$ cat config.mk
export PLATFORM = sky130hd
export DESIGN_NAME = alu_seq
export DESIGN_NICKNAME = d
export VERILOG_FILES = /design/src/rtl/alu_seq.sv
export SDC_FILE = /design/constraint.sdc
export NUM_CORES = 1
export LEC_CHECK = 0
export CAP_MARGIN = 20
export CORE_AREA = 2 2 132 134
export DETAILED_ROUTE_END_ITERATION = 10
export DIE_AREA = 0 0 134 136
export GPL_TIMING_DRIVEN = 0
export PLACE_DENSITY = 0.87
export SLEW_MARGIN = 20
export SYNTH_ARGS = -nofsm -noshare
export SYNTH_HDL_FRONTEND = slang
export SYNTH_SLANG_ARGS = --single-unit
$ cat constraint.sdc
create_clock -name clk -period 4.7 [get_ports clk]
set_input_delay 0.47 -clock clk [delete_from_list [all_inputs] [get_ports clk]]
set_output_delay 0.47 -clock clk [all_outputs]
set_load 0.01 [all_outputs]
$ cat src/rtl/alu_seq.sv
// Multi-cycle ALU: single-cycle logic ops, serial shifter (1 bit/cycle), optional serial multiplier.
// Define ALU_SEQ_MUL_EN to enable alu_op 1100 (MUL, shift-add, WIDTH+1 cycle latency).
module alu_seq #(
    parameter int WIDTH = 32
) (
    input  logic             clk,
    input  logic             rst,
    input  logic             in_valid,
    output logic             in_ready,
    input  logic [WIDTH-1:0] rfrd1,
    input  logic [WIDTH-1:0] rfrd2,
    input  logic [WIDTH-1:0] sextext,
    input  logic             alub_sel,
    input  logic [3:0]       alu_op,
    output logic             out_valid,
    input  logic             out_ready,
    output logic [WIDTH-1:0] C,
    output logic             zero,
    output logic             sgn
);
    localparam int SHW = $clog2(WIDTH);
    localparam int CW  = SHW + 1;

    localparam logic [3:0] OP_AND  = 4'b0000;
    localparam logic [3:0] OP_OR   = 4'b0001;
    localparam logic [3:0] OP_ADD  = 4'b0010;
    localparam logic [3:0] OP_SLTU = 4'b0011;
    localparam logic [3:0] OP_XOR  = 4'b0101;
    localparam logic [3:0] OP_SUB  = 4'b0110;
    localparam logic [3:0] OP_SLT  = 4'b0111;
    localparam logic [3:0] OP_SLL  = 4'b1000;
    localparam logic [3:0] OP_SRL  = 4'b1010;
    localparam logic [3:0] OP_SRA  = 4'b1011;

    // state | meaning: IDLE accept | SHIFT one bit per cycle | MUL one multiplier bit per cycle | DONE hold result
`ifdef ALU_SEQ_MUL_EN
    localparam logic [3:0] OP_MUL = 4'b1100;
    typedef enum logic [1:0] {IDLE, SHIFT, MUL, DONE} state_t;
`else
    typedef enum logic [1:0] {IDLE, SHIFT, DONE} state_t;
`endif

    state_t            state_q, state_d;
    logic [WIDTH-1:0]  a_q, a_d;
    logic [3:0]        op_q, op_d;
    logic [CW-1:0]     cnt_q, cnt_d;
    logic [WIDTH-1:0]  c_q, c_d;
    logic [WIDTH-1:0]  bmux;
    logic [WIDTH-1:0]  alu_res;
    logic [WIDTH-1:0]  shifted;
    logic              is_shift;
`ifdef ALU_SEQ_MUL_EN
    logic [WIDTH-1:0]  b_q, b_d;
    logic [WIDTH-1:0]  p_q, p_d;
    logic [WIDTH-1:0]  mul_sum;

    assign mul_sum = p_q + (b_q[0] ? a_q : '0);
`endif

    assign bmux     = alub_sel ? sextext : rfrd2;
    assign is_shift = (alu_op == OP_SLL) || (alu_op == OP_SRL) || (alu_op == OP_SRA);

    always_comb begin
        alu_res = '0;
        case (alu_op)
            OP_AND:  alu_res = rfrd1 & bmux;
            OP_OR:   alu_res = rfrd1 | bmux;
            OP_ADD:  alu_res = rfrd1 + bmux;
            OP_SUB:  alu_res = rfrd1 + ~bmux + 1'b1;
            OP_XOR:  alu_res = rfrd1 ^ bmux;
            OP_SLT:  alu_res = {{(WIDTH-1){1'b0}}, ($signed(rfrd1) < $signed(bmux))};
            OP_SLTU: alu_res = {{(WIDTH-1){1'b0}}, (rfrd1 < bmux)};
            default: alu_res = '0;
        endcase
    end

    always_comb begin
        shifted = {a_q[WIDTH-1], a_q[WIDTH-1:1]};
        case (op_q)
            OP_SLL:  shifted = {a_q[WIDTH-2:0], 1'b0};
            OP_SRL:  shifted = {1'b0, a_q[WIDTH-1:1]};
            default: shifted = {a_q[WIDTH-1], a_q[WIDTH-1:1]};
        endcase
    end

    always_comb begin
        state_d = state_q;
        a_d     = a_q;
        op_d    = op_q;
        cnt_d   = cnt_q;
        c_d     = c_q;
`ifdef ALU_SEQ_MUL_EN
        b_d     = b_q;
        p_d     = p_q;
`endif
        case (state_q)
            IDLE: begin
                if (in_valid) begin
                    a_d  = rfrd1;
                    op_d = alu_op;
                    if (is_shift) begin
                        cnt_d = {1'b0, bmux[SHW-1:0]};
                        if (bmux[SHW-1:0] == '0) begin
                            c_d     = rfrd1;
                            state_d = DONE;
                        end else begin
                            state_d = SHIFT;
                        end
                    end
`ifdef ALU_SEQ_MUL_EN
                    else if (alu_op == OP_MUL) begin
                        b_d     = bmux;
                        p_d     = '0;
                        cnt_d   = CW'(WIDTH);
                        state_d = MUL;
                    end
`endif
                    else begin
                        c_d     = alu_res;
                        state_d = DONE;
                    end
                end
            end
            SHIFT: begin
                a_d   = shifted;
                cnt_d = cnt_q - CW'(1);
                if (cnt_q == CW'(1)) begin
                    c_d     = shifted;
                    state_d = DONE;
                end
            end
`ifdef ALU_SEQ_MUL_EN
            MUL: begin
                p_d   = mul_sum;
                a_d   = {a_q[WIDTH-2:0], 1'b0};
                b_d   = {1'b0, b_q[WIDTH-1:1]};
                cnt_d = cnt_q - CW'(1);
                if (cnt_q == CW'(1)) begin
                    c_d     = mul_sum;
                    state_d = DONE;
                end
            end
`endif
            DONE: begin
                if (out_ready) state_d = IDLE;
            end
            default: state_d = IDLE;
        endcase
    end

    always_ff @(posedge clk) begin
        if (rst) begin
            state_q <= IDLE;
            a_q     <= '0;
            op_q    <= '0;
            cnt_q   <= '0;
            c_q     <= '0;
`ifdef ALU_SEQ_MUL_EN
            b_q     <= '0;
            p_q     <= '0;
`endif
        end else begin
            state_q <= state_d;
            a_q     <= a_d;
            op_q    <= op_d;
            cnt_q   <= cnt_d;
            c_q     <= c_d;
`ifdef ALU_SEQ_MUL_EN
            b_q     <= b_d;
            p_q     <= p_d;
`endif
        end
    end

    assign in_ready  = (state_q == IDLE);
    assign out_valid = (state_q == DONE);
    assign C         = c_q;
    assign zero      = (c_q == '0);
    assign sgn       = c_q[WIDTH-1];
endmodule

# ---- Word level (Yosys, flattened, before mapping)
# Index checks and enable logic that the tools add are counted.
dict set report op_classes {
  n_div 0
  addsub 4
  n_bitwise 4
  n_eq_ne 19
  reduce_logical 12
  n_shift 0
  n_mux 19
  multipliers 0
  magnitude_cmp 2
}
# op count
set ops {}
lappend ops {{32-bit case mux with 7 select lines} 1}
lappend ops {{32-bit two-way mux} 6}
lappend ops {{32-bit case mux with 2 select lines} 3}
lappend ops {{32-bit adder} 2}
lappend ops {{32-bit < comparator} 2}
lappend ops {{32-bit by 1-bit adder with 32-bit output, second input constant} 1}
lappend ops {{32-bit AND} 1}
lappend ops {{32-bit logical NOT} 1}
lappend ops {{32-bit inverter} 1}
lappend ops {{32-bit OR} 1}
lappend ops {{32-bit XOR} 1}
lappend ops {{4-bit equality test, second input constant} 5}
lappend ops {{4-bit by 3-bit equality test with 1-bit output, second input constant} 3}
lappend ops {{6-bit two-way mux} 2}
lappend ops {{6-bit case mux with 2 select lines} 1}
lappend ops {{2-bit two-way mux} 5}
lappend ops {{4-bit by 2-bit equality test with 1-bit output, second input constant} 2}
lappend ops {{6-bit by 1-bit equality test with 1-bit output, second input constant} 1}
lappend ops {{2-bit case mux with 3 select lines} 1}
lappend ops {{3-bit AND reduction} 2}
lappend ops {{6-bit by 1-bit subtractor with 6-bit output, second input constant} 1}
lappend ops {{5-bit logical NOT} 1}
lappend ops {{4-bit by 1-bit equality test with 1-bit output, second input constant} 1}
lappend ops {{4-bit logical NOT} 1}
lappend ops {{other kinds (10)} 14}
dict set report word_totals {
  mem_count 0
  latch_bits 0
  mem_bits_ro 0
  mem_bits_rw 0
  ff_bits 76
  out_inout_bits 36
  in_bits 105
}

# ---- Depth between registers and ports, before layout
dict set report depth {
  word_depth 8
  mapped_depth 16
  ltp_nobuf 13
}

# ---- Least setup slack after synthesis
# No wires, ideal clock.
dict set report synth_path {
  kind {input to register}
  startpoint {input alub_sel}
  endpoint {register c_q[18], in the netlist C[18]}
  cell_stages 14
  path_slack_ns 0.571
  path_buffers 4
  arrival_ns 3.993
  setup_time_ns 0.136
  cell_sequence {buf_2 -> buf_1 -> clkbuf_1 -> mux2i_1 -> ha_1 -> buf_4 -> a21oi_1 -> nor3b_1 -> a211oi_2 -> or2_1 -> a21o_2 -> a211o_1 -> a311oi_1 -> o32ai_1}
}
dict set report synth_via {
  elab_chain_cells 8
  elab_cells_between_ends 15
  cone_classes {add/sub: 3; eq/ne: 1; mux: 5; bitwise: 4; reduce/logical: 2}
}
# element line_no
set synth_rtl {}
lappend synth_rtl {{start, declared} 13} ;# input logic alub_sel,
lappend synth_rtl {{32-bit two-way mux *} 60} ;# assign bmux = alub_sel ? sextext : rfrd2;
lappend synth_rtl {{32-bit inverter} 69} ;# OP_SUB: alu_res = rfrd1 + ~bmux + 1'b1;
lappend synth_rtl {{32-bit adder} 69}
lappend synth_rtl {{32-bit by 1-bit adder with 32-bit output} 69}
lappend synth_rtl {{32-bit case mux with 7 select lines} 65} ;# case (alu_op)
lappend synth_rtl {{32-bit two-way mux} 101} ;# if (is_shift) begin
lappend synth_rtl {{32-bit two-way mux} 98} ;# if (in_valid) begin
lappend synth_rtl {{32-bit case mux with 2 select lines} 96} ;# case (state_q)
lappend synth_rtl {{end signal, assigned} 157} ;# c_q <= '0;
lappend synth_rtl {{end signal, assigned} 167} ;# c_q <= c_d;
lappend synth_rtl {{end, declared} 47} ;# logic [WIDTH-1:0] c_q, c_d;
# Every way passes the cells marked *; elsewhere a longest branch is shown, timed or not. The select of a mux whose other input is x is not followed.
# A chain may end at the register's enable or synchronous reset.

# ---- Worst setup path in the final report
dict set report layout_path {
  startpoint {input alub_sel}
  endpoint {register c_q[25], in the netlist C[25]}
}
# The elaborated chain is that of the path after synthesis.

==> flow_metrics.tcl <==
set metrics [dict create \
    gp_congestion 1.054 \
    finalNonFillerCells 1697 \
    setup.worst_path.start_class "input port" \
    avgSynthCellArea_um2 7.003 \
    slowest_stage "a2111oi_0" \
    finalCoreUtilization_pct 66.70 \
    grt_pass1_vias 10694 \
    start_util_pct 54.69 \
    synthDistinctLibCells 76 \
    synth_area_um2 9230 \
    slew_headroom_pct 25.90 \
    holdPathStages 2 \
    area_growth_pct 21.96 \
    grt_antenna_before_repair 1 \
    maxCapViolCount 0 \
    synth_cells 1318 \
    crit_type "in -> reg" \
    yosysTopAreaCellShare_pct 16.48 \
    first_pass_iters 6 \
    worstMarginPinSlew_ns 1.111 \
    ys.flop_type "dfxtp_1" \
    yosysTopAreaCell "dfxtp_1" \
    end_kind "flip-flop" \
    clock_latency_ns 0.35 \
    period_share_pct 96.61 \
    cts.sinks 76 \
    fmax_mhz 220.2 \
    grt_max_degree 17 \
    dr_total_vias 11287 \
    ys_ff_latch 76 \
    final_nets 1675 \
    vias_per_cell 6.651 \
    dieArea_um2 18220 \
    htree_num_levels 3 \
    leakagePower_nw 4.624 \
    path_cells "buf_2 -> clkdlybuf4s15_2 -> mux2i_1 -> inv_1 -> ha_1 -> nor2b_1 -> o211a_1 -> o21ai_0 -> and4b_1 -> o21ai_2 -> a2111oi_0 -> nor3_1 -> o32ai_1" \
    fin_skew_ns 0.009550 \
    dp_hpwl_mm 30.12 \
    ys_async_sr_fraction_pct 0 \
    nFillCells 1536 \
    ios 141 \
    post-place-cells 1682 \
    wl_per_cell_um 23.11 \
    die_h_um 136 \
    cts_hold_buf 0 \
    die_width_um 134 \
    status "completed" \
    cellPowerDensity_nw_per_um2 253.1 \
    clk_pin_slew_worst_paths_ns 0.06 \
    peakVddDrop_mv 0.2027 \
    routed_wl_mm 39.22 \
    synth_warnings 0 \
    period_minus_slack_ns 4.541 \
    grt_pass1_wl_mm 59.53 \
    slew_violations 0 \
    io_buffers 138 \
    clock-root-buffer "clkbuf_16" \
    required_ns 4.95 \
    worstHoldPathType "reg -> reg" \
    crit_fanout 16 \
    drive_gt1_share_pct 3.601 \
    syn-num-nets 1526 \
    overflow 0 \
    drc 0 \
    drtIter0Drc 1493 \
    r2r_cells 9 \
    postCtsSetupBuffers 0 \
    cts_buffer_depth 2 \
    synth_edf_count 0 \
    num_antenna_cells 0 \
    critical-path-max-stage-delay_ns 0.79 \
    rsz0062_at_grt "false" \
    placementRows 48 \
    antenna_left 0 \
    hold_violations 0 \
    cts_buffers 9 \
    ys_seq_area_share_pct 16.48 \
    cts_tree "built" \
    cp.arrival_ns 4.79 \
    core_um2 16880 \
    finalSetupViolCount 0 \
    netlist_top_cells_area "dfxtp_1, ha_1, a21oi_1, mux2i_1, nor2_1" \
    track_usage_pct 42.24 \
]
cells by family (layout without fill, tap and decap cells):
group                      after synthesis  in the layout  synth area share [%]
AOI/OAI and AO/OA                      457            457                 31.30
xor gates and xnor gates                24             24                 2.277
adders and majority gates              103            103                 14.12
buffers and inverters                  188            342                 7.971
DFF                                     76             76                 16.48
muxes                                   73             73                 7.944
and+or+nand+nor                        397            397                 19.90
flip-flops by register name, summed over array words and instances (netlist names):
| register | cells |
|---|---|
| a_q | 32 |
| state_q | 2 |
| op_q | 4 |
| C | 32 |
| cnt_q | 6 |
routing by layer:
layer  wire length [um]  vias to the layer above  global-route usage, %
met3               5209                      184                  12.45
li1                   -                     5062                      -
met1              14590                     5175                  51.76
met4               2743                        2                  25.89
met2              16670                      864                  65.27
met5                  7                        -                      0
critical path: cells and delay by family:
kind                     cells  cell delay [ns]
multiplexers                 1             0.40
adder cells (fa/ha/maj)      1             0.24
AND/OR/NAND/NOR              3             0.70
buffers and inverters        3             1.09
AO/OA/AOI/OAI                5             1.88
Yosys cell counts (6+ instances only):
master / number
nand4_1: 12
nand2b_1: 13
nand3_1: 11
nor2_1: 189
clkbuf_1: 63
and2_1: 6
or3_1: 9
a22oi_1: 10
a31oi_1: 19
xnor2_1: 21
nand2_1: 67
a211oi_1: 21
a311oi_1: 6
nor3_1: 25
mux2i_1: 71
buf_2: 15
o221ai_1: 11
o21ai_0: 87
ha_1: 101
inv_1: 95
nor4_1: 24
o21bai_1: 14
buf_1: 9
a221oi_1: 20
a21oi_1: 171
dfxtp_1: 76
nor2b_1: 16
o211ai_1: 15
a21o_1: 16
o31ai_1: 14
o2111ai_1: 6
cell usage in the layout, fill, tap and decap left out, types with 7 or more instances in the layout:
master           synthesis  final
a211oi_1                21     21
a21o_1                  16     16
a21oi_1                171    171
a221oi_1                20     20
a22oi_1                 10     10
a31oi_1                 19     19
buf_1                    9      7
buf_2                   15     15
clkbuf_1                63     65
clkbuf_16                0      9
clkdlybuf4s50_1          0    138
dfxtp_1                 76     76
ha_1                   101    101
inv_1                   95     95
mux2i_1                 71     71
nand2_1                 67     67
nand2b_1                13     13
nand3_1                 11     11
nand4_1                 12     12
nor2_1                 189    188
nor2b_1                 16     16
nor3_1                  25     24
nor4_1                  24     23
o211ai_1                15     15
o21ai_0                 87     87
o21bai_1                14     14
o221ai_1                11     11
o31ai_1                 14     14
or3_1                    9      9
xnor2_1                 21     21
final timing paths:
kind,startpoint,slack [ns],to
setup / recovery,alub_sel,0.16,C[25]
hold / removal,a_q[0],0.46,a_q[0]
setup reg to reg,state_q[1],1.78,C[1]
hold reg to reg,a_q[0],0.46,a_q[0]
power breakdown:
| part | leakage (nW) | total [mW] | internal [mW] | switching [mW] |
|---|---|---|---|---|
| clock network | 0.157 | 0.808 | 0.520 | 0.288 |
| logic | 3.84 | 1.28 | 0.500 | 0.777 |
| registers | 0.625 | 0.764 | 0.702 | 0.0619 |
cell type report:
cell class / instances / area, um^2 / area share, %
multi-input cells: 1054 / 6987 / 62.07
flip-flops and latches: 76 / 1521 / 13.52
repair buffers: 139 / 1393 / 12.37
plain buffers: 89 / 372.9 / 3.312
inverters: 98 / 367.9 / 3.268
well taps: 225 / 281.5 / 2.501
clock buffers: 12 / 236.5 / 2.101
clock inverters: 4 / 97.59 / 0.8670
per-stage QoR:
step	total power, mW	hold slack [ns]	worst slack, ns	TNS, ns	cell area (um^2)
6_report	2.849	0.4645	0.1591	0	11260
5_1_grt	2.947	0.5014	0.05243	0	11260
4_1_cts	2.787	0.4586	0.1384	0	11260
3_5_place_dp	1.998	0.4483	-0.8483	-9.592	10920
3_3_place_gp	1.985	0.4443	-0.9323	-8.840	10890
2_1_floorplan	1.531	0.4316	0.5708	0	9230
what timing repair did:
item,in CTS,in global routing
endpoints found under the setup margin,15,3
hold endpoints to repair,0,0
gates resized for setup,2,3
Power figures use the tool's default switching activity.
